<file path="config.mk">
export PLATFORM = sky130hd
export DESIGN_NAME = rand_sample_src
export DESIGN_NICKNAME = d
export VERILOG_FILES = /design/src/rtl/rand_src_pkg.sv /design/src/rtl/lfsr32_galois.sv /design/src/rtl/rand_sample_src.sv
export SDC_FILE = /design/constraint.sdc
export NUM_CORES = 1
export LEC_CHECK = 0
export ABC_AREA = 1
export BUFFER_PORTS_ARGS = -buffer_cell sky130_fd_sc_hd__buf_2
export CORE_AREA = 4 4 78 88
export DETAILED_ROUTE_END_ITERATION = 12
export DIE_AREA = 0 0 82 92
export GPL_TIMING_DRIVEN = 0
export PLACE_DENSITY = 0.7
export SYNTH_ARGS = -nofsm -noshare
export SYNTH_HDL_FRONTEND = slang
export SYNTH_SLANG_ARGS = --single-unit
</file>
<file path="constraint.sdc">
create_clock -name clk -period 4.8 [get_ports clk]
set_input_delay 0.96 -clock clk [delete_from_list [all_inputs] [get_ports clk]]
set_output_delay 0.96 -clock clk [all_outputs]
set_load 0.01 [all_outputs]
</file>
<file path="src/rtl/rand_src_pkg.sv">
// Shared definitions for the hardware random-sample source.
//   state_t         : burst sequencer states
//   LFSR_TAPS       : Galois feedback mask for x^32+x^22+x^2+x+1
//   RANGE_BITS      : magnitude bits kept by the signed-modulo reduction
//   reduce_sample() : maps a 32-bit LFSR word to a sample in -2047..+2047
package rand_src_pkg;

  typedef enum logic [1:0] {
    IDLE,
    ISSUE,
    GAP,
    DONE
  } state_t;

  localparam logic [31:0] LFSR_TAPS  = 32'h8020_0003;
  localparam int          RANGE_BITS = 11;

  // Treat the word as signed and take its magnitude modulo 2^RANGE_BITS,
  // then restore the sign. The magnitude of -2^31 has zero low bits, so
  // that word maps to 0.
  function automatic logic signed [RANGE_BITS:0] reduce_sample(input logic [31:0] v);
    logic [31:0]           mag;
    logic [RANGE_BITS-1:0] m;
    mag = v[31] ? (~v + 32'd1) : v;
    m   = mag[RANGE_BITS-1:0];
    if (v[31]) return -signed'({1'b0, m});
    return signed'({1'b0, m});
  endfunction

endpackage

</file>
<file path="src/rtl/lfsr32_galois.sv">
// 32-bit right-shifting Galois LFSR.
//   clk   : clock
//   rst   : asynchronous active-low reset, loads SEED
//   en    : advance one step on the next rising edge
//   state : current LFSR word
module lfsr32_galois
  import rand_src_pkg::*;
#(
  parameter logic [31:0] SEED = 32'h0000_07FF
) (
  input  logic        clk,
  input  logic        rst,
  input  logic        en,
  output logic [31:0] state
);

  // NOTE: clocked state is always written with <=, so every flop samples
  // the pre-edge values and process ordering cannot change the result.
  always_ff @(posedge clk or negedge rst) begin
    if (!rst) begin
      state <= SEED;
    end else if (en) begin
      state <= state[0] ? ((state >> 1) ^ LFSR_TAPS) : (state >> 1);
    end
  end

endmodule

</file>
<file path="src/rtl/rand_sample_src.sv">
// Hardware stimulus source for the circuit sample interface. On start it
// emits NSAMP pseudo-random samples in -2047..+2047, one en pulse every
// two cycles (stretched by hold), then pulses done.
//   clk   : clock
//   rst   : asynchronous active-low reset
//   start : begin a burst (only looked at while idle)
//   hold  : stretch the gap between samples while high
//   en    : one-cycle strobe per sample
//   r     : signed sample, valid with en, held otherwise
//   idx   : 1-based number of the sample currently/last on r
//   busy  : burst in progress
//   done  : one-cycle pulse after the last sample
module rand_sample_src
  import rand_src_pkg::*;
#(
  parameter int          W     = 32,
  parameter int          NSAMP = 100,
  parameter logic [31:0] SEED  = 32'h0000_07FF
) (
  input  logic                clk,
  input  logic                rst,
  input  logic                start,
  input  logic                hold,
  output logic                en,
  output logic signed [W-1:0] r,
  output logic [7:0]          idx,
  output logic                busy,
  output logic                done
);

  localparam logic [7:0] LAST_IDX = 8'(NSAMP);

  state_t      state;
  state_t      state_nx;
  logic        issue_nx;
  logic [31:0] lfsr_q;

  // The LFSR steps on the same edge that captures its current word into r,
  // so each sample consumes one value and the next burst continues on.
  lfsr32_galois #(
    .SEED (SEED)
  ) u_lfsr (
    .clk   (clk),
    .rst   (rst),
    .en    (issue_nx),
    .state (lfsr_q)
  );

  // NOTE: state_nx gets a default before the case so no path leaves it
  // unassigned; otherwise a latch would be inferred.
  always_comb begin
    state_nx = state;
    case (state)
      IDLE:    if (start) state_nx = ISSUE;
      ISSUE:   state_nx = GAP;
      // The final gap ignores hold so completion is never stalled.
      GAP: begin
        if (idx == LAST_IDX) state_nx = DONE;
        else if (!hold)      state_nx = ISSUE;
      end
      DONE:    state_nx = IDLE;
      default: state_nx = IDLE;
    endcase
  end

  assign issue_nx = (state_nx == ISSUE);

  always_ff @(posedge clk or negedge rst) begin
    if (!rst) begin
      state <= IDLE;
    end else begin
      state <= state_nx;
    end
  end

  // Outputs are decoded from the next state and registered, so they line
  // up with the state they describe and have no input-to-output path.
  always_ff @(posedge clk or negedge rst) begin
    if (!rst) begin
      en   <= 1'b0;
      r    <= '0;
      idx  <= 8'd0;
      busy <= 1'b0;
      done <= 1'b0;
    end else begin
      en   <= issue_nx;
      busy <= (state_nx == ISSUE) || (state_nx == GAP);
      done <= (state_nx == DONE);
      if (issue_nx) begin
        r   <= W'(reduce_sample(lfsr_q));
        // Leaving IDLE clears the count, so the first sample is number 1.
        idx <= (state == IDLE) ? 8'd1 : idx + 8'd1;
      end
    end
  end

endmodule

</file>
==> out/metrics.cfg, run 1 <==
[layout]
diodes=0
drive_gt1_share_pct=27.3
multiInputGateArea_um2=1200
syn_to_final_growth_pct=14.4
layout.area.seq_um2=1420
fillCellCount=599
fin_nets=427

[sta]
max-slew-margin-rel_pct=20.6
min_period_ns=3.02
fin_skew_ns=0.00871
rsz0062_at_grt=no
worstMarginPinSlew_ns=1.19
timing.final.crit_share_pct=62.8
whs_ns=0.479
drv_slew=0
fmax_ghz=0.332
setup_viol=0
setup_tns_ns=0
finalHoldViolations=0

[setup_path]
reg2reg_to=u_lfsr.state[14]$_DFFE_PN0P_
start_kind=flop
crit_path_max_fanout=10
crit_path_end=u_lfsr.state[14]$_DFFE_PN0P_
r2r_cells=14
r2r_setup_slack_ns=1.78
endpoint_kind=flop
arrival_ns=3.28
crit_path_start=idx[0]$_DFFE_PN0P_
required_ns=5.06
critPathKind=flop to flop
r2r_start=idx[0]$_DFFE_PN0P_

[outcome]
status=finished clean

[route]
drt-met1-wl_um=2710
routed_wl_um=5780
drc=0
met3_length_um=289
dr_wl_met2_um=2700
firstDrtPassIters=5
viasPerCell=4.92
highest_layer=met4
drt_iter0_markers=135
wl_per_cell_um=11.6
num_vias=2452
ant_nets=0

[synth]
avgSynthCellArea_um2=8.05
yosysWarnings=0
synth_area_leaders=dfrtp_1, nand2_1, dfstp_2
synthCells=364
ys_types=28
synthArstFlopShare_pct=100
synth_top_area_share_pct=38.4
yosysSeqAreaShare_pct=48.3
synth_seq_cells=56
synth_edf_count=0
ys.flop_type=dfrtp_1
syn_area_um2=2930
syn_nets=374
synth_top_cell_by_area=dfrtp_1

[power]
ir_drop_mv=0.344
p_leak_uw=0.00177
power_uw=2410
powerDensity_nw_per_um2=718

[place]
dpl.hpwl_um=4180
portBuffers=46
gp_congestion=0.796

[die]
start_util_pct=48.8
floorplan.die_area_um2=7540
die_h_um=92
io_pins=47
coreArea_um2=6010
rows=30
fp.dieW_um=82

[clock_tree]
hold_buffers=0
cts_htree_levels=2
cts_setup_buffers=0
path_clk_slew_ns=0.11
cts.sink_count=56
cts_resized=0
cts_buffer_depth=2
tritoncts=yes
clk_latency_ns=0.31
root_buffer=clkbuf_8
cts_buffers=5

[global_route]
grt_max_degree=57
grt_pass1_wl_um=10100
grt_overflow_total=0
grt_pass1_vias=2279
antenna_found_initial=0
groute.usage.overall_pct=16.8

[worst_hold_path]
hold_class=flop to flop

[flow_run]
maxCapViolations=0

==> cell usage after synthesis, types with 6 or more instances <==
| cell | n |
|---|---|
| ha_1 | 6 |
| buf_4 | 24 |
| dfrtp_1 | 45 |
| a21oi_1 | 7 |
| nor2_1 | 20 |
| o21ai_0 | 25 |
| clkbuf_1 | 7 |
| o21ai_1 | 7 |
| nand3_1 | 25 |
| nand2_1 | 122 |
| inv_1 | 25 |
| dfstp_2 | 11 |
| nand2_2 | 11 |
==> registers in the layout, indices dropped and copies added (netlist names) <==
name / flops
done: 1
r: 12
busy: 1
en: 1
idx: 8
u_lfsr.state: 31
state: 2
==> per-stage QoR <==
| stage | worst slack [ns] | instances | instance area [µm²] | util [%] |
|---|---|---|---|---|
| final | 1.78 | 498 | 3350 | 55.8 |
| after global placement | 1.85 | 490 | 3260 | 54.3 |
| after CTS | 1.77 | 498 | 3350 | 55.8 |
| after floorplan | 2.37 | 364 | 2930 | - |
| after global routing | 1.36 | 498 | 3350 | 55.8 |
| after detailed placement | 1.81 | 490 | 3260 | 54.3 |
==> power by group <==
| group | internal [µW] | switching, µW | leakage, µW |
|---|---|---|---|
| clock | 105 | 163 | 0.0000485 |
| combinational | 533 | 792 | 0.00102 |
| sequential | 670 | 144 | 0.000700 |
==> worst min-delay path by stage <==
stage | startpoint | end | slack [ns] | depth (start not counted)
6_report | u_lfsr.state[25]$_DFFE_PN0P_ | u_lfsr.state[25]$_DFFE_PN0P_ | 0.48 | 2
5_1_grt | u_lfsr.state[20]$_DFFE_PN0P_ | u_lfsr.state[19]$_DFFE_PN0P_ | 0.51 | 2
4_1_cts | u_lfsr.state[29]$_DFFE_PN0P_ | u_lfsr.state[29]$_DFFE_PN0P_ | 0.48 | 2
3_5_place_dp | u_lfsr.state[17]$_DFFE_PN0P_ | u_lfsr.state[17]$_DFFE_PN0P_ | 0.46 | 2
3_3_place_gp | u_lfsr.state[17]$_DFFE_PN0P_ | u_lfsr.state[17]$_DFFE_PN0P_ | 0.46 | 2
2_1_floorplan | u_lfsr.state[11]$_DFFE_PN0P_ | u_lfsr.state[11]$_DFFE_PN0P_ | 0.44 | 2
==> layer usage <==
| metal | GRT usage [%] | vias to the layer above |
|---|---|---|
| li1 | - | 1229 |
| met1 | 22.3 | 1164 |
| met2 | 27.4 | 52 |
| met3 | 3.14 | 7 |
| met4 | 5.26 | 0 |
| met5 | 0 | - |
==> logic make-up after synthesis <==
| group | Yosys count | share of synthesized area, % |
|---|---|---|
| XOR/XNOR | 8 | 2.39 |
| AND/OR/NAND/NOR | 190 | 28.0 |
| AO/OA/AOI/OAI | 44 | 7.95 |
| flip-flops | 56 | 48.3 |
| adder cells (fa/ha/maj) | 6 | 2.56 |
| buffers and inverters | 60 | 10.8 |
==> critical path: stages, from the launching register on <==
cell and delay, ns:
dfrtp_1 0.44, inv_1 0.10, ha_1 0.16, nand3_1 0.07, nor4_1 0.35, o211ai_1 0.13, o21ai_0 0.16, inv_1 0.08
ha_1 0.23, clkbuf_1 0.22, inv_1 0.11, clkbuf_1 0.36, buf_1 0.38, nand2_1 0.10, nand2_1 0.07
==> layout by cell type, fill, tap and decap left out, types with 2 or more instances in the layout <==
cell      count
nand3_1      25
nand2_1     122
nor2_1       20
a31oi_1       2
xnor2_1       5
buf_4        24
inv_2         2
buf_2        47
ha_1          6
clkbuf_1      7
a21oi_1       7
xor2_1        3
o21ai_1       7
dfrtp_1      45
nand2_2      11
nand3_2       3
dfstp_2      11
o21ai_0      25
clkbuf_8      5
nor2_2        5
inv_1        25
==> area by class of cell <==
cell class / count / share of cell area [%]
buffer: 33 / 6.42
clock buffer: 5 / 2.05
clock inverter: 3 / 0.672
tap: 80 / 2.99
timing repair buffer: 46 / 6.87
sequential: 56 / 42.2
inverter: 27 / 3.02
multi-input combinational: 248 / 35.7
Note: power is estimated with default switching activity, not from simulation.
==> run 2: changes to the inputs <==
--- a/config.mk
+++ b/config.mk
@@ -11,7 +11,7 @@
 export DETAILED_ROUTE_END_ITERATION = 12
 export DIE_AREA = 0 0 82 92
 export GPL_TIMING_DRIVEN = 0
-export PLACE_DENSITY = 0.7
+export PLACE_DENSITY = 0.73
 export SYNTH_ARGS = -nofsm -noshare
 export SYNTH_HDL_FRONTEND = slang
 export SYNTH_SLANG_ARGS = --single-unit
==> constraint.sdc (replaced) <==
create_clock -name clk -period 2.55 [get_ports clk]
set_input_delay 0.51 -clock clk [delete_from_list [all_inputs] [get_ports clk]]
set_output_delay 0.51 -clock clk [all_outputs]
set_load 0.01 [all_outputs]
==> run 2 against run 1 <==
Sequential share of layout area decreased by 1.3 points. Total power is 96% higher. Combinational power up 97%. Wire length shrank 1.7%. Via count shrank 3.0%. Fmax increased by 29%. Die area unchanged. First-iteration DRC count down 27%. Core utilization increased by 1.9 points. Register-to-register slack lost 1.6 ns. Flip-flop and latch count did not move. Critical endpoint is now idx[7]$_DFFE_PN0P_. Largest cell class unchanged.
==> out/metrics.cfg, run 2 (same netlist as run 1, synthesis figures left out) <==
[die]
rows=30  ; unchanged
coreArea_um2=6010  ; unchanged
io_pins=47  ; unchanged
start_util_pct=48.8  ; unchanged
floorplan.die_area_um2=7540  ; unchanged
die_h_um=92  ; unchanged
fp.dieW_um=82  ; unchanged

[clock_tree]
cts.sink_count=56  ; unchanged
hold_buffers=0  ; unchanged
root_buffer=clkbuf_8
clk_latency_ns=0.32  ; about the same
cts_htree_levels=2  ; unchanged
tritoncts=yes
cts_buffer_depth=2  ; unchanged
path_clk_slew_ns=0.10  ; about the same
cts_buffers=5  ; unchanged

[power]
power_uw=4720  ; +96%
powerDensity_nw_per_um2=1360  ; +90%
ir_drop_mv=0.635  ; +85%
p_leak_uw=0.00181  ; +2.7%

[setup_path]
crit_path_max_fanout=10  ; unchanged
start_kind=flop
r2r_start=idx[0]$_DFFE_PN0P_
crit_path_start=idx[0]$_DFFE_PN0P_
critPathKind=flop to flop
endpoint_kind=flop
arrival_ns=2.56  ; -0.72 ns
required_ns=2.76  ; -2.30 ns

[layout]
layout_common_cells=nand2_1, buf_2, dfrtp_1
drive_gt1_share_pct=30.7  ; +3.4 points
fin_cells=500  ; +0.40%
largest_register=u_lfsr.state
reg.largest.list=u_lfsr.state: 31 flops, r: 12 flops, idx: 8 flops
syn_to_final_growth_pct=18.2
final_common_cell=nand2_1
final_area_um2=3460  ; +3.3%
fin_nets=429  ; +0.47%
diodes=0  ; unchanged
largest_reg_flops=31  ; unchanged

[sta]
fmax_ghz=0.427  ; +29%
fin_ws_ns=0.209  ; -1.57 ns
timing.final.crit_share_pct=91.8  ; +29 points
setup_viol=0  ; unchanged
worstMarginPinSlew_ns=1.20  ; +0.00662 ns
fin_skew_ns=0.00915  ; +0.000444 ns
max-slew-margin-rel_pct=20.2  ; -0.44 points
setup_tns_ns=0  ; unchanged
finalHoldViolations=0  ; unchanged
min_period_ns=2.34  ; -0.675 ns
drv_slew=0  ; unchanged

[place]
post-place-ws_ns=-0.380  ; -2.19 ns
dpl.hpwl_um=4050  ; -3.0%
gp_congestion=0.811  ; +1.9%
placed_area_um2=3260  ; unchanged
portBuffers=46  ; unchanged
dpl.cell_count=490  ; unchanged

[route]
firstDrtPassIters=4  ; -1
drc=0  ; unchanged
drt_iter0_markers=98  ; -27%
viasPerCell=4.76  ; -3.4%
wl_per_cell_um=11.4  ; -2.1%
num_vias=2378  ; -3.0%
routed_wl_um=5680  ; -1.7%
ant_nets=0  ; unchanged

[worst_hold_path]
hold_class=input pin to asynchronous set/reset pin

[global_route]
grt_overflow_total=0  ; unchanged
groute.usage.overall_pct=16.2  ; -0.55 points
grt_pass1_wl_um=9710  ; -3.6%
grt_pass1_vias=2119  ; -7.0%
antenna_found_initial=0  ; unchanged
grt_max_degree=57  ; unchanged

[flow_run]
maxCapViolations=0  ; unchanged

[outcome]
status=finished clean

[run 2: changes by cell type in the layout (fill, tap and decap cells not counted), sizes merged]
cell,change
buf,+4
clkinv,-1
bufinv,+1
clkbuf,-2
[run 2: repair_timing]
action,in CTS,in global routing
gates resized for setup,8,21
pin swaps,0,1
endpoints found under the setup margin,51,51
buffers inserted,0,2
hold endpoints to repair,0,0
[run 2: layout make-up]
| cell class | count | area [µm²] |
|---|---|---|
| plain buffers | 33 | 238 |
| fillers | 574 | 2540 |
| clock buffers | 5 | 68.8 |
| well taps | 80 | 100 |
| clock inverters | 3 | 46.3 |
| flip-flops and latches | 56 | 1420 |
| multi-input cells | 248 | 1250 |
| inverters | 27 | 101 |
| repair buffers | 48 | 245 |
[run 2: per-stage QoR]
step	util, %	hold WS, ns
floorplan	-	0.214
global placement	54.3	0.456
detailed placement	54.3	0.459
CTS	56.5	0.434
global route	57.6	0.459
finish	57.6	0.435
[run 2: layer usage]
layer / vias up / part of all wire (%) / global-route usage, %
li1: 1237 / - / -
met1: 1067 / 46 / 22.4
met2: 66 / 46 / 25.1
met3: 8 / 6.8 / 3.83
met4: 0 / 1.5 / 4.85
met5: - / 0 / 0
[run 2: worst paths after layout]
kind | cells past startpoint | to | slack, ns
setup / recovery | 13 | idx[7]$_DFFE_PN0P_ | 0.21
hold / removal | 1 | u_lfsr.state[19]$_DFFE_PN0P_ | 0.43
setup reg to reg | 13 | idx[7]$_DFFE_PN0P_ | 0.21
hold reg to reg | 2 | r[7]$_DFFE_PN0P_ | 0.48
max in group asynchronous | 1 | idx[1]$_DFFE_PN0P_ | 1.32
min in group clk | 2 | state[0]$_DFF_PN0_ | 0.47
[run 2: power by group]
part / total (µW) / internal [µW] / switching [µW]
registers: 1530 / 1260 / 270
logic: 2600 / 1090 / 1510
clock network: 592 / 298 / 294
total: 4720 / 2650 / 2070
[run 2: critical path: stages, from the launching register on]
cell	delay (ns)
dfrtp_1	0.41
inv_1	0.10
ha_1	0.16
nand3_1	0.12
nor4_4	0.27
inv_1	0.11
a31oi_4	0.21
ha_4	0.19
buf_6	0.13
nand4_1	0.16
nor2_2	0.18
nand3_1	0.09
nand2_1	0.06
nor2_1	0.04
==> run 3: changes to the inputs <==
--- a/config.mk
+++ b/config.mk
@@ -10,7 +10,6 @@
 export CORE_AREA = 4 4 78 88
 export DETAILED_ROUTE_END_ITERATION = 12
 export DIE_AREA = 0 0 82 92
-export GPL_TIMING_DRIVEN = 0
 export PLACE_DENSITY = 0.73
 export SYNTH_ARGS = -nofsm -noshare
 export SYNTH_HDL_FRONTEND = slang
==> run 3 against run 2 <==
Worst setup slack better by 0.14 ns. Critical endpoint unchanged. Die area unchanged. Sequential share of layout area is 2.7 points higher.
==> out/metrics.cfg, run 3 (same netlist as run 1, synthesis figures left out) <==
[outcome]
status=finished clean

[place]
dpl.cell_count=462  ; -5.7%
dpl.hpwl_um=3760  ; -7.3%
gp_congestion=0.836  ; +3.1%
portBuffers=46  ; unchanged

[clock_tree]
root_buffer=clkbuf_8
path_clk_slew_ns=0.09  ; about the same
cts_htree_levels=2  ; unchanged
hold_buffers=0  ; unchanged
cts.sink_count=56  ; unchanged
cts_buffers=5  ; unchanged
cts_buffer_depth=2  ; unchanged
tritoncts=yes
clk_latency_ns=0.31  ; about the same

[global_route]
grt_pass1_wl_um=9310  ; -4.1%
grt_max_degree=57  ; unchanged
grt_overflow_total=0  ; unchanged
groute.usage.overall_pct=15.5  ; -0.71 points
grt_pass1_vias=2073  ; -2.2%
antenna_found_initial=0  ; unchanged

[power]
pwr-share-clk_pct=12.9  ; +0.4 points
power_uw=4430  ; -6.2%
sw_frac_of_total_pct=44.5  ; +0.54 points
combinationalPowerShare_pct=52.5  ; -2.5 points
p_int_uw=2460  ; -7.1%
p_seq_share_pct=34.6  ; +2.2 points
p_leak_uw=0.00168  ; -7.5%
ir_drop_mv=0.805  ; +27%
powerDensity_nw_per_um2=1370  ; +0.11%
switching_power_uw=1970  ; -5.0%

[layout]
syn_to_final_growth_pct=10.8
final_common_cell=nand2_1
largest_register=u_lfsr.state
fillCellCount=552  ; -3.8%
drive_gt1_share_pct=25.0  ; -5.7 points
layout.area.seq_um2=1420  ; about the same
final_util_pct=54.0  ; -3.6 points
fin_nets=401  ; -6.5%
diodes=0  ; unchanged
largest_reg_flops=31  ; unchanged
multiInputGateArea_um2=1210  ; -2.7%
reg.largest.list=u_lfsr.state: 31 flops, r: 12 flops, idx: 8 flops
layout_common_cells=nand2_1, buf_2, dfrtp_1
fin_cells=472  ; -5.6%

[route]
drt_iter0_markers=114  ; +16%
drc=0  ; unchanged
firstDrtPassIters=4  ; unchanged
viasPerCell=4.92  ; +3.5%
routed_wl_um=5370  ; -5.4%
ant_nets=0  ; unchanged
wl_per_cell_um=11.4  ; +0.19%
num_vias=2323  ; -2.3%

[die]
start_util_pct=48.8  ; unchanged
floorplan.die_area_um2=7540  ; unchanged
io_pins=47  ; unchanged
rows=30  ; unchanged
coreArea_um2=6010  ; unchanged
fp.dieW_um=82  ; unchanged
die_h_um=92  ; unchanged

[setup_path]
reg2reg_to=idx[7]$_DFFE_PN0P_
endpoint_kind=flop
critPathKind=flop to flop
start_kind=flop
r2r_cells=12  ; -1
r2r_setup_slack_ns=0.35  ; +0.14 ns
crit_path_max_fanout=6  ; -4
required_ns=2.75  ; about the same
r2r_start=idx[0]$_DFFE_PN0P_
arrival_ns=2.40  ; -0.16 ns

[sta]
whs_ns=0.313  ; -0.122 ns
rsz0062_at_grt=no
drv_slew=0  ; unchanged
worstMarginPinSlew_ns=0.683  ; -0.514 ns
timing.final.crit_share_pct=86.3  ; -5.5 points
setup_viol=0  ; unchanged
fmax_ghz=0.454  ; +6.3%
min_period_ns=2.20  ; -0.140 ns
setup_tns_ns=0  ; unchanged
fin_skew_ns=0.00750  ; -0.00166 ns
finalHoldViolations=0  ; unchanged
max-slew-margin-rel_pct=54.4  ; +34 points

[flow_run]
maxCapViolations=0  ; unchanged

[worst_hold_path]
hold_class=input pin to asynchronous set/reset pin

-- run 3: layout make-up --
| type | count | area share (%) |
|---|---|---|
| clock buffers | 6 | 2.24 |
| clock inverters | 2 | 1.08 |
| inverters | 27 | 3.12 |
| multi-input cells | 248 | 37.4 |
| flip-flops and latches | 56 | 43.6 |
| well taps | 80 | 3.09 |
| repair buffers | 53 | 9.49 |
-- run 3: worst max-delay path, stage by stage (launching register included) --
cell,delay [ns]
dfrtp_1,0.42
inv_1,0.10
ha_1,0.15
nand3_1,0.09
nor4_2,0.20
inv_1,0.09
a31oi_2,0.20
ha_2,0.28
nand4_1,0.14
nor2_1,0.23
nand3_1,0.10
nand2_1,0.07
nor2_1,0.04
-- run 3: stage by stage --
step | setup WS (ns) | area, µm²
2_1_floorplan | 0.123 | 2930
3_3_place_gp | 0.187 | 3110
3_5_place_dp | 0.0462 | 3110
4_1_cts | 0.0383 | 3210
5_1_grt | 0.0226 | 3240
6_report | 0.348 | 3240
-- run 3: power groups by stage --
stage | Sequential, µW | Clock [µW] | Combinational [µW]
floorplan | 1560 | 0 | 1820
finish | 1530 | 574 | 2330
CTS | 1540 | 588 | 2330
global placement | 1540 | 0 | 2270
detailed placement | 1550 | 0 | 2320
global route | 1590 | 632 | 2670
-- run 3: worst max path at each step --
stage                  startpoint            endpoint  slack (ns)  cells after the start
2_1_floorplan  idx[0]$_DFFE_PN0P_   r[10]$_DFFE_PN0P_        0.12                     14
3_3_place_gp   idx[0]$_DFFE_PN0P_  idx[7]$_DFFE_PN0P_        0.19                     12
3_5_place_dp   idx[0]$_DFFE_PN0P_  idx[7]$_DFFE_PN0P_        0.05                     12
4_1_cts        idx[0]$_DFFE_PN0P_  idx[7]$_DFFE_PN0P_        0.04                     12
5_1_grt        idx[0]$_DFFE_PN0P_  idx[6]$_DFFE_PN0P_        0.02                     13
6_report       idx[0]$_DFFE_PN0P_  idx[7]$_DFFE_PN0P_        0.35                     12
-- run 3: timing repair --
| item | in CTS | in global routing |
|---|---|---|
| resized for setup | 0 | 3 |
| buffers inserted | 0 | 2 |
| setup endpoints to repair | 0 | 50 |
-- run 3: layer usage --
metal | share of wire [%] | global-route usage [%]
met2 | 48 | 24.7
met4 | 1.5 | 5.68
met5 | 0 | 0
met1 | 44 | 20.4
met3 | 6.4 | 3.54
